--- src/rtl/muldiv8.sv ---
`timescale 1ns/1ps
// -----------------------------------------------------------------------------
// muldiv8 -- sequential unsigned multiply/divide unit
//
// Sits after the register file read ports. It accepts two operands and a
// destination index, produces one result bit per cycle, and drives the
// register file write port for one (run-qualified) cycle when the result is
// ready. Upstream stalls while busy is high.
//
// Operations (op):
//   00 MUL   : low half of a*b
//   01 MULHU : high half of a*b
//   10 DIVU  : a / b  (b == 0 -> all ones)
//   11 REMU  : a % b  (b == 0 -> a)
//
// Build option:
//   MULDIV8_DIV_EN  defined   -> restoring divider and divide-by-zero path built
//                   undefined -> no divider; ops 10/11 finish in one cycle
//                                with rd_din = 0 and a normal write pulse
//
// Ports:
//   clk     in   clock, rising edge
//   rst_n   in   synchronous active-low reset
//   run     in   global enable; all state frozen while low
//   start   in   request, sampled only in IDLE with run = 1
//   op      in   operation select (see above)
//   a, b    in   operands (rs1, rs2), needed only in the accept cycle
//   rd_in   in   destination register index
//   busy    out  high in CALC and DONE
//   done    out  high in DONE
//   we      out  register file write enable, high in DONE
//   rd      out  latched destination index
//   rd_din  out  result, held until the next accept
// -----------------------------------------------------------------------------
module muldiv8 #(
   parameter int BITS  = 8,
   parameter int RBITS = 3
) (
   input  logic             clk,
   input  logic             rst_n,
   input  logic             run,
   input  logic             start,
   input  logic [1:0]       op,
   input  logic [BITS-1:0]  a,
   input  logic [BITS-1:0]  b,
   input  logic [RBITS-1:0] rd_in,
   output logic             busy,
   output logic             done,
   output logic             we,
   output logic [RBITS-1:0] rd,
   output logic [BITS-1:0]  rd_din
);

   localparam int CW = $clog2(BITS + 1);
   localparam logic [CW-1:0] CNT_INIT = CW'(BITS);
   localparam logic [CW-1:0] CNT_LAST = CW'(1);

   localparam logic [1:0] S_IDLE = 2'd0;
   localparam logic [1:0] S_CALC = 2'd1;
   localparam logic [1:0] S_DONE = 2'd2;

   // ---------------------------------------------------------------------------
   // Iteration step functions
   // ---------------------------------------------------------------------------

   // Shift-add: multiplier sits in the low half of the product register and is
   // consumed LSB first; the multiplicand is added into the high half with its
   // carry kept, then the whole register shifts right by one.
   function automatic logic [2*BITS-1:0] mul_step(
      input logic [2*BITS-1:0] p,
      input logic [BITS-1:0]   m
   );
      logic [BITS:0] sum;
      sum = {1'b0, p[2*BITS-1:BITS]} + (p[0] ? {1'b0, m} : {(BITS+1){1'b0}});
      return {sum, p[BITS-1:1]};
   endfunction

`ifdef MULDIV8_DIV_EN
   // Restoring division: the dividend shifts out of the quotient register MSB
   // first into a BITS+1-bit partial remainder. The stored remainder is always
   // below the divisor, so only its low BITS bits need to be kept between steps.
   // Returns {remainder_next, quotient_next}.
   function automatic logic [2*BITS-1:0] div_step(
      input logic [BITS-1:0] r,
      input logic [BITS-1:0] q,
      input logic [BITS-1:0] d
   );
      logic [BITS:0] part;
      logic [BITS:0] diff;
      part = {r, q[BITS-1]};
      diff = part - {1'b0, d};
      if (part >= {1'b0, d})
         return {diff[BITS-1:0], q[BITS-2:0], 1'b1};
      else
         return {part[BITS-1:0], q[BITS-2:0], 1'b0};
   endfunction
`endif

   // ---------------------------------------------------------------------------
   // State
   // ---------------------------------------------------------------------------
   logic [1:0]          state;
   logic [CW-1:0]       cnt;
   logic [1:0]          op_q;
   logic [BITS-1:0]     opnd_q;   // multiplicand, or divisor for DIVU/REMU
   logic [2*BITS-1:0]   prod_q;
`ifdef MULDIV8_DIV_EN
   logic [BITS-1:0]     rem_q;
   logic [BITS-1:0]     quo_q;
   logic [2*BITS-1:0]   div_nxt;
`endif
   logic [2*BITS-1:0]   mul_nxt;
   logic [BITS-1:0]     res_calc;
   logic                accept;

   assign accept = (state == S_IDLE) && run && start;

   assign busy = (state != S_IDLE);
   assign done = (state == S_DONE);
   assign we   = (state == S_DONE);

   // ---------------------------------------------------------------------------
   // Next-step datapath and final result select
   // ---------------------------------------------------------------------------
   assign mul_nxt = mul_step(prod_q, opnd_q);
`ifdef MULDIV8_DIV_EN
   assign div_nxt = div_step(rem_q, quo_q, opnd_q);
`endif

   // Result as it will stand after the last CALC iteration.
   always_comb begin
      res_calc = op_q[0] ? mul_nxt[2*BITS-1:BITS] : mul_nxt[BITS-1:0];
      if (op_q[1]) begin
`ifdef MULDIV8_DIV_EN
         res_calc = op_q[0] ? div_nxt[2*BITS-1:BITS] : div_nxt[BITS-1:0];
`else
         res_calc = '0;
`endif
      end
   end

   // ---------------------------------------------------------------------------
   // Datapath registers (no reset: contents only matter after an accept)
   // ---------------------------------------------------------------------------
   always_ff @(posedge clk) begin
      if (accept) begin
         prod_q <= {{BITS{1'b0}}, b};
`ifdef MULDIV8_DIV_EN
         opnd_q <= op[1] ? b : a;
         rem_q  <= '0;
         quo_q  <= a;
`else
         opnd_q <= a;
`endif
      end else if ((state == S_CALC) && run) begin
`ifdef MULDIV8_DIV_EN
         if (op_q[1]) begin
            rem_q <= div_nxt[2*BITS-1:BITS];
            quo_q <= div_nxt[BITS-1:0];
         end else begin
            prod_q <= mul_nxt;
         end
`else
         prod_q <= mul_nxt;
`endif
      end
   end

   // ---------------------------------------------------------------------------
   // Control FSM, counter and write-port registers
   // ---------------------------------------------------------------------------
   always_ff @(posedge clk) begin
      if (!rst_n) begin
         state  <= S_IDLE;
         cnt    <= '0;
         op_q   <= '0;
         rd     <= '0;
         rd_din <= '0;
      end else if (run) begin
         case (state)
            S_IDLE: begin
               if (start) begin
                  op_q <= op;
                  rd   <= rd_in;
`ifdef MULDIV8_DIV_EN
                  // Divide by zero needs no iteration: answer straight away.
                  if (op[1] && (b == '0)) begin
                     state  <= S_DONE;
                     cnt    <= '0;
                     rd_din <= op[0] ? a : {BITS{1'b1}};
                  end else begin
                     state <= S_CALC;
                     cnt   <= CNT_INIT;
                  end
`else
                  if (op[1]) begin
                     state  <= S_DONE;
                     cnt    <= '0;
                     rd_din <= '0;
                  end else begin
                     state <= S_CALC;
                     cnt   <= CNT_INIT;
                  end
`endif
               end
            end
            S_CALC: begin
               cnt <= cnt - CNT_LAST;
               if (cnt == CNT_LAST) begin
                  state  <= S_DONE;
                  rd_din <= res_calc;
               end
            end
            S_DONE: begin
               state <= S_IDLE;
            end
            default: begin
               state <= S_IDLE;
            end
         endcase
      end
   end

endmodule

--- config.mk ---
export PLATFORM = sky130hd
export DESIGN_NAME = muldiv8
export DESIGN_NICKNAME = d
export VERILOG_FILES = /design/src/rtl/muldiv8.sv
export SDC_FILE = /design/constraint.sdc
export NUM_CORES = 1
export LEC_CHECK = 0
export ABC_AREA = 1
export CAP_MARGIN = 20
export CORE_UTILIZATION = 56
export DETAILED_ROUTE_END_ITERATION = 10
export DONT_BUFFER_PORTS = 1
export HOLD_SLACK_MARGIN = 0.03
export PLACE_DENSITY_LB_ADDON = 0.08
export RECOVER_POWER = 50
export REMOVE_ABC_BUFFERS = 1
export SYNTH_ARGS = -nofsm -noshare
export SYNTH_HDL_FRONTEND = slang
export SYNTH_SLANG_ARGS = --single-unit
--- constraint.sdc ---
create_clock -name clk -period 2 [get_ports clk]
set_clock_uncertainty 0.15 [all_clocks]
set_input_delay 0.4 -clock clk [delete_from_list [all_inputs] [get_ports clk]]
set_output_delay 0.4 -clock clk [all_outputs]
set_load 0.05 [all_outputs]
[Yosys cells after proc, flatten, opt, wreduce, memory -nomap -nowiden]
Cells that the tools add are included.
Word-level totals
  register bits after elaboration: 43
  output and inout port bits: 14
  memories kept: 0
  memory bits (writable): 0
  logic and storage cells: 43
  bits in latches: 0
  bits in read-only memories: 0
Cells by class
  reductions and logical operators: 11
  $add $sub $neg: 2
  $mul: 0
  divide/modulo/power cells: 0
  bitwise gates (word level): 0
  mux-type cells: 16
  equal/unequal tests: 6
  shift operators: 0
  $lt $le $gt $ge: 0
Operators with widths (number)
  $mux W8: 8
  $pmux W8 S2: 1
  $add A8 B8 Y9: 1
  $reduce_and A3 Y1: 3
  $mux W4: 2
  $pmux W4 S2: 1
  $mux W2: 3
  $reduce_bool A2 Y1: 3
  $reduce_and A5 Y1: 1
  $eq A4 B1 Y1 const B: 1
  $ne A2 B2 Y1 const B: 2
  $pmux W2 S2: 1
  $sub A4 B1 Y4 const B: 1
  $logic_and A1 B1 Y1: 3
  $eq A2 B1 Y1 const B: 1
  $eq A2 B2 Y1 const B: 1
  $logic_not A2 Y1: 1
  $ne A2 B1 Y1 const B: 1

[Depth between registers and ports, before layout]
  depth in word-level cells: 6
  gate-level depth with buffers: 13

[Worst setup path after synthesis]
OpenSTA, ideal clock, no wires.
  path type: reg2reg
  start: register prod_q[0]
  end: register rd_din[5]
  cell stages (with the launch flop): 14
  clock period less this slack: 1995 ps
  path buffers: 1
  data required time: 1729 ps
  data arrival time: 1724 ps
  setup time: 121 ps
  slack: 5 ps
  path through: edfxtp_1 -> clkbuf_1 -> nand2_1 -> inv_1 -> ha_1 -> fa_1 -> nand2_1 -> nand2_1 -> nand3_1 -> nand2_1 -> nand2_1 -> nand3_1 -> nand2_1 -> a21oi_1
Between the ends
  longest elaborated chain between the ends: 6
Ends and longest elaborated chain
  from (decl): line 106  | logic [2*BITS-1:0] prod_q;
  from (signal assigned): line 147  | prod_q <= {{BITS{1'b0}}, b};
  from (signal assigned): line 164  | prod_q <= mul_nxt;
  $mux W8: line 74  | sum = {1'b0, p[2*BITS-1:BITS]} + (p[0] ? {1'b0, m} : {(BITS+1){1'b0}});
  $add A8 B8 Y9: line 74
  $mux W8: line 132  | res_calc = op_q[0] ? mul_nxt[2*BITS-1:BITS] : mul_nxt[BITS-1:0];
  $mux W8: line 133  | if (op_q[1]) begin
  $mux W8: line 209  | if (cnt == CNT_LAST) begin
  $pmux W8 S2: line 180  | case (state)
  to (signal assigned): line 211  | rd_din <= res_calc;
  to (decl): line 51  | output logic [BITS-1:0] rd_din
Every way passes these cells. The select of a mux whose other input is x is not followed.
A chain may end at the register's enable or synchronous reset.

[Worst setup path after layout]
  start: register prod_q[0]
  end: register rd_din[6]
Same word-level chain as after synthesis.

==> flow_summary.ini <==
[floorplanning]
ios = 39
row_count = 22
dieArea_sq_um = 4230
die_h_um = 65.0
die_w_um = 65.0
floorplan.initialDensity_pct = 59.4
coreArea_sq_um = 3740

[worst_setup_path]
r2r_cells = 12
start_kind = flop
rrSetupSlack_ps = 100
timing.rr.end = rd_din[6]$_SDFFE_PN0P_
path_max_fanout = 7
cp-end-kind = flop
worstReg2RegStart = prod_q[0]$_DFFE_PP_
required_ps = 2080
critical_path_class = flop to flop
arrival_ps = 1980

[clock_network]
clock_path_buffers = 2
insertion_delay_ps = 300
cts_sinks = 43
tritoncts = done
htreeDepth = 2
cts_made_buffers = 5
clockRootBuffer = clkbuf_8
path_clk_slew_ps = 80

[synth]
synth_area_leaders = dfxtp_1 24%, edfxtp_1 22%, nand2_1 12%
synth.distinct_cells = 33
yosys-top-cells-count = 74 x nand2_1, 31 x inv_1, 27 x dfxtp_1
yosysTopAreaCellShare_pct = 24.3
synth.avg_cell_area_sq_um = 8.03
synthCells = 277
ys_ff_latch = 43
synthArstFlopShare_pct = 0
synth.most_common_cell = nand2_1
synth_seq_area_share_pct = 45.9
synth_area_leader_cell = dfxtp_1
synth_flop_cell = dfxtp_1
syn_area_sq_um = 2220
synth-edff-count = 16
yosysWarnings = 0

[run]
maxCapViolCount = 0

[min_path]
holdPathStages = 2
holdCritPathClass = input port to flop
min_to = rd[1]$_SDFFE_PN0P_
min_from = rst_n

[timing]
period_needed_ps = 1900
slew_headroom_pct = 64.6
period_share_pct = 94.8
setup_viol = 0
fmax_ghz = 0.527
worst_pin_slew_ps = 530
grt_setup_unrepaired = true
setup_tns_ps = 0
hold_viol_final = 0
drv_slew = 0

[global_routing]
grt_antenna_before_repair = 0
grt_usage_pct = 23.3
grt_start_max_net_pins = 26
grt_pass1_vias = 1635
overflow = 0
grt_pass1_wl_um = 7440

[routing]
ant_nets = 0
initialDrtViolationCount = 115
remaining_drc_errors = 0
vias = 1820
avgRoutedWirePerCell_um = 13.7
first_pass_iters = 4
finalWirelength_um = 4700
post_drt_via_cell_ratio = 5.31

[power]
p_per_area_nw_per_um2 = 854
peakVddDrop_v = 0.000513
p_leak_nw = 1.11

[final_layout]
syn_to_final_growth_pct = 15.9
fin_area_sq_um = 2580
fin_util_pct = 68.9
final_layout_size_suffix_gt1_share_pct = 17.3
finalNonFillerCells = 343
diodes = 0
nNetsFinal = 330

[run_status]
outcome = completed

[place]
dp.cells = 327
placed_area_sq_um = 2310
place_congestion = 0.834
io_buffers = 0
dp_hpwl_um = 3240
## per-stage QoR
step | power, mW | hold slack [ps] | setup slack [ps]
floorplan | 1.45 | 296 | -223
finish | 2.20 | 79.3 | 103
global placement | 1.58 | 316 | 76.5
global route | 2.34 | 57.1 | -80.7
CTS | 2.12 | 34.4 | 22.8
detailed placement | 1.58 | 331 | 32.0
## cells by family (layout without fill, tap and decap cells)
logic type	after synthesis	after routing	share of synthesized area [%]
simple gates	128	128	26.2
flops	43	43	45.9
xor+xnor	2	2	0.788
fa+ha+maj	11	11	6.53
compound gates	48	48	12.4
buf+inv	45	63	8.16
## placed cells by master, fill, tap and decap left out, types with 2 or more instances in the layout
cell type / n
nand2_1: 72
inv_1: 30
dfxtp_1: 27
nor2_1: 22
edfxtp_1: 16
a21oi_1: 14
nand3_1: 14
o21ai_0: 12
dlygate4sd3_1: 8
inv_2: 7
nand2_2: 7
nand3_2: 7
o21ai_1: 5
a31oi_1: 5
ha_4: 5
clkbuf_8: 5
a21oi_2: 4
ha_1: 4
buf_4: 4
clkinv_1: 3
nor2_2: 2
xor2_1: 2
a32o_1: 2
buf_6: 2
clkbuf_2: 2
## worst max-delay path: stages, from the launching register on
cell and delay [ps]:
edfxtp_1 400, buf_6 150, nand2_1 60, inv_1 60, ha_4 290, nand2_1 80
nor2_1 130, nand3_2 100, nand2_1 80, nand2_1 80, nand3_2 80, nand2_1 50
a21oi_1 110
## how the worst max path moves through the flow
stage / from / end / slack (ps) / depth (start not counted)
floorplan: state[1]$_SDFFE_PN0P_ / done / -220 / 2
global placement: prod_q[0]$_DFFE_PP_ / rd_din[6]$_SDFFE_PN0P_ / 80 / 12
detailed placement: prod_q[0]$_DFFE_PP_ / rd_din[5]$_SDFFE_PN0P_ / 30 / 12
CTS: prod_q[0]$_DFFE_PP_ / rd_din[5]$_SDFFE_PN0P_ / 20 / 12
global route: prod_q[0]$_DFFE_PP_ / rd_din[6]$_SDFFE_PN0P_ / -80 / 12
finish: prod_q[0]$_DFFE_PP_ / rd_din[6]$_SDFFE_PN0P_ / 100 / 12
## state kept, by name, summed over array words and instances, names as in the netlist
name and flops:
rd 3, opnd_q 8, cnt 4, state 2, rd_din 8, op_q 2
prod_q 16
## power breakdown
group | leakage [nW] | total, mW | switching, mW | internal, mW
sequential | 0.371 | 1.08 | 0.0872 | 0.998
clock | 0.0392 | 0.539 | 0.302 | 0.237
combinational | 0.699 | 0.577 | 0.345 | 0.232
## final cells by class
cell class              instances  area (sq um)
inverters                      38           143
well taps                      48          60.1
repair buffers                 17           146
clock buffers                   5          68.8
clock inverters                 3          15.0
flip-flops and latches         43          1020
fillers                       342          1170
multi-input cells             189          1120
## routing by layer
metal	global-route usage, %	part of all wire, %	up-vias
met5	0	0	-
met4	6.52	0.98	0
met3	6.87	3.9	6
met2	33.5	45	48
met1	33.9	50	824
li1	-	-	942
## repair_timing
item / CTS / global route
setup buffers: 0 / 0
endpoints found under the hold margin: 0 / 8
endpoints found under the setup margin: 0 / 11
hold buffers: 0 / 8
gates resized for setup: 0 / 26
Power figures use the tool's default switching activity.
